$ cat src/rtl/fir_result_packer.sv
`default_nettype none
// ============================================================================
// Module   : fir_result_packer
// Purpose  : Quantizes the signed fir_filter result stream. Each sample is
//            rounded half-up, arithmetically shifted right by SHIFT, saturated
//            to OUT_W bits and buffered in a show-ahead FIFO. The FIFO drains
//            downstream on a valid/ready handshake.
// Ports    : clk        - system clock, rising edge
//            reset      - asynchronous, active-high reset
//            y_in       - signed FIR result (IN_W bits)
//            y_valid    - y_in carries a new sample this cycle
//            q_data     - signed scaled sample at FIFO head (0 when empty)
//            q_valid    - FIFO non-empty
//            q_ready    - downstream accepts q_data this cycle
//            level      - current FIFO occupancy
//            sat_count  - samples clipped by saturation (sticks at FFFF)
//            drop_count - samples lost to a full FIFO (sticks at FFFF)
// Revision : 1.0 - initial release
// ============================================================================
module fir_result_packer #(
    parameter int IN_W  = 32,
    parameter int OUT_W = 16,
    parameter int SHIFT = 8,
    parameter int DEPTH = 8
) (
    input  logic                     clk,
    input  logic                     reset,
    input  logic [IN_W-1:0]          y_in,
    input  logic                     y_valid,
    output logic [OUT_W-1:0]         q_data,
    output logic                     q_valid,
    input  logic                     q_ready,
    output logic [$clog2(DEPTH):0]   level,
    output logic [15:0]              sat_count,
    output logic [15:0]              drop_count
);

    localparam int c_AW = $clog2(DEPTH);
    localparam logic [c_AW:0] c_DEPTH = (c_AW+1)'(DEPTH);
    // Clamp limits expressed at the widened intermediate width.
    localparam logic signed [IN_W:0] c_MAX = {{(IN_W-OUT_W+2){1'b0}}, {(OUT_W-1){1'b1}}};
    localparam logic signed [IN_W:0] c_MIN = {{(IN_W-OUT_W+2){1'b1}}, {(OUT_W-1){1'b0}}};

    // ------------------------------------------------------------------
    // Stage 1: round, shift, clamp
    // ------------------------------------------------------------------
    // One extra bit of headroom so adding the rounding constant to the most
    // positive input cannot wrap before saturation.
    logic signed [IN_W:0] w_ext;
    logic signed [IN_W:0] w_scaled;
    assign w_ext = {y_in[IN_W-1], y_in};

    generate
        if (SHIFT > 0) begin : g_round
            localparam logic signed [IN_W:0] c_HALF = {{IN_W{1'b0}}, 1'b1} << (SHIFT-1);
            logic signed [IN_W:0] w_sum;
            assign w_sum    = w_ext + c_HALF;
            assign w_scaled = w_sum >>> SHIFT;
        end else begin : g_noround
            assign w_scaled = w_ext;
        end
    endgenerate

    logic             w_hi;
    logic             w_lo;
    logic [OUT_W-1:0] w_clamped;

    always_comb begin
        w_hi      = (w_scaled > c_MAX);
        w_lo      = (w_scaled < c_MIN);
        w_clamped = w_scaled[OUT_W-1:0];
        if (w_hi) begin
            w_clamped = c_MAX[OUT_W-1:0];
        end else if (w_lo) begin
            w_clamped = c_MIN[OUT_W-1:0];
        end
    end

    logic [OUT_W-1:0] r_s1_data;
    logic             r_s1_valid;
    logic [15:0]      r_sat_count;

    always_ff @(posedge clk or posedge reset) begin
        if (reset) begin
            r_s1_data   <= '0;
            r_s1_valid  <= 1'b0;
            r_sat_count <= '0;
        end else begin
            r_s1_valid <= y_valid;
            if (y_valid) begin
                r_s1_data <= w_clamped;
                if ((w_hi || w_lo) && (r_sat_count != 16'hFFFF)) begin
                    r_sat_count <= r_sat_count + 16'd1;
                end
            end
        end
    end

    // ------------------------------------------------------------------
    // Stage 2: show-ahead FIFO
    // ------------------------------------------------------------------
    logic [OUT_W-1:0] r_mem [DEPTH];
    logic [c_AW-1:0]  r_wptr;
    logic [c_AW-1:0]  r_rptr;
    logic [c_AW:0]    r_level;
    logic [15:0]      r_drop_count;

    logic w_full;
    logic w_pop;
    logic w_push;
    logic w_drop;

    assign w_full = (r_level == c_DEPTH);
    assign w_pop  = q_valid && q_ready;
    // A pop frees the head slot in the same edge, so a full FIFO still
    // accepts the incoming sample when downstream is draining.
    assign w_push = r_s1_valid && (!w_full || w_pop);
    assign w_drop = r_s1_valid && w_full && !w_pop;

    // Storage carries no reset; the pointers and level define what is live.
    always_ff @(posedge clk) begin
        if (w_push) begin
            r_mem[r_wptr] <= r_s1_data;
        end
    end

    always_ff @(posedge clk or posedge reset) begin
        if (reset) begin
            r_wptr       <= '0;
            r_rptr       <= '0;
            r_level      <= '0;
            r_drop_count <= '0;
        end else begin
            // DEPTH is a power of two, so pointers wrap naturally.
            if (w_push) begin
                r_wptr <= r_wptr + 1'b1;
            end
            if (w_pop) begin
                r_rptr <= r_rptr + 1'b1;
            end
            if (w_push && !w_pop) begin
                r_level <= r_level + 1'b1;
            end else if (w_pop && !w_push) begin
                r_level <= r_level - 1'b1;
            end
            if (w_drop && (r_drop_count != 16'hFFFF)) begin
                r_drop_count <= r_drop_count + 16'd1;
            end
        end
    end

    assign q_valid    = (r_level != '0);
    assign q_data     = q_valid ? r_mem[r_rptr] : '0;
    assign level      = r_level;
    assign sat_count  = r_sat_count;
    assign drop_count = r_drop_count;

endmodule
`default_nettype wire

$ cat config.mk
export PLATFORM = sky130hd
export DESIGN_NAME = fir_result_packer
export DESIGN_NICKNAME = d
export VERILOG_FILES = /design/src/rtl/fir_result_packer.sv
export SDC_FILE = /design/constraint.sdc
export NUM_CORES = 1
export LEC_CHECK = 0
export ABC_AREA = 1
export CAP_MARGIN = 10
export CORE_MARGIN = 1
export CORE_UTILIZATION = 40
export CTS_CLUSTER_DIAMETER = 80
export DETAILED_ROUTE_END_ITERATION = 10
export PLACE_DENSITY_LB_ADDON = 0.3
export SKIP_CTS_REPAIR_TIMING = 1
export SYNTH_ARGS = -nofsm -noshare
export SYNTH_HDL_FRONTEND = slang
export SYNTH_SLANG_ARGS = --single-unit
export TNS_END_PERCENT = 50
$ cat constraint.sdc
create_clock -name clk -period 5.99 [get_ports clk]
set_input_delay 1.198 -clock clk [delete_from_list [all_inputs] [get_ports clk]]
set_output_delay 1.198 -clock clk [all_outputs]
set_load 0.005 [all_outputs]
==> out/metrics.csv <==
stage,metric,value,unit
outcome,status,"complete, no violations",
sta,finalWorstSetupSlack,1.829,ns
worst_setup_path,reg2reg_slack,3.18,ns
routing,vias,6209,
global_routing,antenna_found_initial,0,
job,cap_violations,0,
worst_setup_path,cp-endpoint,q_data[15],
cts,clock_path_buffers,2,
sta,fin_crit_sh,69.47,%
synth,netlist_area,8678,µm²
sta,rsz0062_at_grt,no,
power_and_ir_drop,switching_power,1.386,mW
worst_setup_path,cp-start-kind,flip-flop,
floorplan,die_area,22290,µm²
sta,relSlewSlack,26.95,%
power_and_ir_drop,p_comb_share,32.1,%
synth,seq_area_frac_synth,61.30,%
floorplan,die-height,149.3,µm
global_routing,grtUsageTotal,18.02,%
power_and_ir_drop,pwr-share-clk,27.6,%
power_and_ir_drop,powerDensity,404.7,nW/µm²
worst_setup_path,crit_required,4.79,ns
global_routing,grt_pass1_wl,30.73,mm
routing,wl_per_cell,15.27,µm
power_and_ir_drop,peakVddDrop,0.2218,mV
floorplan,core_area,21150,µm²
routing,viasPerCell,5.019,
power_and_ir_drop,internal_power,2.829,mW
worst_setup_path,rr_startpoint,level[0]$_DFFE_PP0P_,
sta,fin_crit,4.161,ns
cts,cts_tree,done,
cts,clock-root-buffer,clkbuf_16,
floorplan,pin_count,89,
sta,finalHoldViolations,0,
worst_setup_path,r2r_end,level[3]$_DFFE_PP0P_,
cts,clk_latency,0.43,ns
place,pre_cts_slack,2.291,ns
place,io_buffers,81,
synth,synth_top_area_share,44.29,%
cells_and_area,layout-drive-gt1-share,8.004,%
synth,postSynthAreaPerCell,10.02,µm²
cells_and_area,fin_nets,994,
cells_and_area,syn2layout_area_growth,20.03,%
cells_and_area,utilization,49.24,%
synth,yosysWarnings,0,
synth,synth_area_leaders,"edfxtp_1 (44%), dfrtp_1 (17%), nor2_1 (7.4%)",
sta,fmax,240.3,MHz
worst_setup_path,criticalPathCategory,flip-flop to output pin,
worst_setup_path,cp_data_arrival_time,2.96,ns
routing,dr.pass1.iters,5,
worst_setup_path,crit_start,r_rptr[0]$_DFFE_PP0P_,
power_and_ir_drop,power,4.215,mW
worst_setup_path,worstSetupEndpointType,output pin,
cells_and_area,fin_cells,1237,
power_and_ir_drop,seqPwrFrac,40.4,%
sta,skew,0.008588,ns
floorplan,initial_core_util,41.02,%
place,dp.cells,1205,
synth,ys_ff_latch,187,
power_and_ir_drop,power_leakage,3.987,nW
cells_and_area,regArea,5321,µm²
synth,synth_cells,866,
synth,synth_nets,911,
global_routing,grt_max_degree,67,
place,hpwl,12.00,mm
cells_and_area,fill_cells,1917,
routing,drt-initial-drc-count,432,
cts,cts.htree.levels,4,
worst_setup_path,reg2regPathDepth,11,
routing,wl,18.89,mm
global_routing,grt_overflow,0,
cts,path_clk_slew,0.06,ns
cts,numCtsBuffers,17,
cells_and_area,antennaDiodeCount,0,
sta,slew_viol_final,0,
synth,yosysUniqueCellTypes,38,
sta,worst_pin_slew,1.095,ns
floorplan,die_w,149.3,µm
cells_and_area,multi_input_area,3032,µm²
routing,route.detailed.drc,0,
sta,tns,0,ns
cts,cts.sinks,187,
synth,synth_top_area_cell,edfxtp_1,
global_routing,first_global_vias,5869,
floorplan,core.rowCount,53,
power_and_ir_drop,power.share.switching,32.87,%
min_path,worst_hold_path_type,flip-flop to flip-flop,
sta,setup_viol,0,
worst_setup_path,crit_fanout,66,
routing,ant_nets,0,
place,gp_congestion,0.8997,
## worst max-delay path: stages, from the launching register on
cell             delay, ns
dfrtp_2               0.39
buf_4                 0.35
inv_1                 0.15
buf_4                 0.35
o21ai_0               0.14
o22ai_1               0.14
o21ai_0               0.09
a31oi_1               0.34
clkdlybuf4s50_1       0.57
## per-layer routing
metal / GRT usage (%) / up-vias / part of all wire [%] / wire (µm)
met5: 0 / - / 0 / 0
met4: 6.276 / 0 / 1.8 / 343
met3: 3.517 / 24 / 4.7 / 887
met2: 29.33 / 141 / 48 / 8994
met1: 23.98 / 2949 / 46 / 8669
li1: - / 3095 / - / -
## cells by family after synthesis
family	after synthesis	share of synthesized area, %
AND/OR/NAND/NOR	400	19.88
flip-flops	187	61.30
AO/OA/AOI/OAI	139	8.593
buffers and inverters	81	3.763
XOR/XNOR	49	4.945
adder cells (fa/ha/maj)	9	1.384
multiplexers	1	0.1297
## worst min-delay path by stage
stage	startpoint	end	slack (ns)	depth (start not counted)
final	drop_count[5]$_DFFE_PP0P_	drop_count[5]$_DFFE_PP0P_	0.50	1
after global routing	drop_count[7]$_DFFE_PP0P_	drop_count[7]$_DFFE_PP0P_	0.52	1
after CTS	drop_count[5]$_DFFE_PP0P_	drop_count[5]$_DFFE_PP0P_	0.50	1
after detailed placement	drop_count[5]$_DFFE_PP0P_	drop_count[5]$_DFFE_PP0P_	0.49	1
after global placement	drop_count[7]$_DFFE_PP0P_	drop_count[7]$_DFFE_PP0P_	0.49	1
after floorplan	drop_count[15]$_DFFE_PP0P_	drop_count[15]$_DFFE_PP0P_	0.48	1
## state kept, by name, indices dropped and copies added, names as in the netlist
signal,cells
r_rptr,3
drop_count,16
r_wptr,3
r_mem,128
sat_count,16
r_s1_valid,1
r_s1_data,16
level,4
## cells in the mapped netlist
cell / instances
or2_2: 1
nor2_2: 3
a21o_1: 1
o21ai_1: 4
buf_4: 1
a31oi_1: 16
inv_1: 48
o21ai_2: 1
buf_12: 1
nand2_4: 3
and2_1: 2
nand3b_1: 3
ha_1: 8
xnor2_1: 16
nor2_4: 3
nor4_1: 4
nand4_1: 2
dfrtp_1: 59
mux2_2: 1
clkbuf_1: 27
edfxtp_1: 128
o41ai_1: 1
nor2_1: 172
fa_1: 1
nor3_1: 7
nand3_2: 2
nor3_2: 1
a21oi_1: 16
o22ai_1: 16
xor2_1: 33
nor2_8: 1
nand2_2: 12
inv_2: 2
nand2_8: 1
nand2_1: 145
o21ai_0: 84
buf_2: 2
nand3_1: 38
## cell type report
cell class	instances	area share, %
Sequential cell	187	51.09
Multi-Input combinational cell	598	29.11
Timing Repair Buffer	95	8.793
Clock buffer	18	4.120
Tap cell	275	3.303
Inverter	50	1.802
Clock inverter	14	1.790
## power by group through the flow
stage / sequential [mW] / clock [mW] / combinational, mW
2_1_floorplan: 1.70 / 0 / 0.772
3_3_place_gp: 1.72 / 0 / 1.35
3_5_place_dp: 1.73 / 0 / 1.37
4_1_cts: 1.70 / 1.18 / 1.38
5_1_grt: 1.72 / 1.23 / 1.52
6_report: 1.70 / 1.16 / 1.35
## placed cells by master, fill, tap and decap left out, types with 17 or more instances in the layout
cell and count:
clkbuf_16 17, clkdlybuf4s50_1 81, dfrtp_1 58, edfxtp_1 128, inv_1 47, nand2_1 145, nand3_1 38, nor2_1 172
o21ai_0 84, xor2_1 33
## per-stage QoR
stage | hold slack [ns] | area, µm²
3_3_place_gp | 0.4855 | 9801
3_5_place_dp | 0.4932 | 9801
4_1_cts | 0.5027 | 10420
2_1_floorplan | 0.4846 | 8678
5_1_grt | 0.5248 | 10420
6_report | 0.5012 | 10420
No activity file was read; power rests on OpenSTA's default activity.
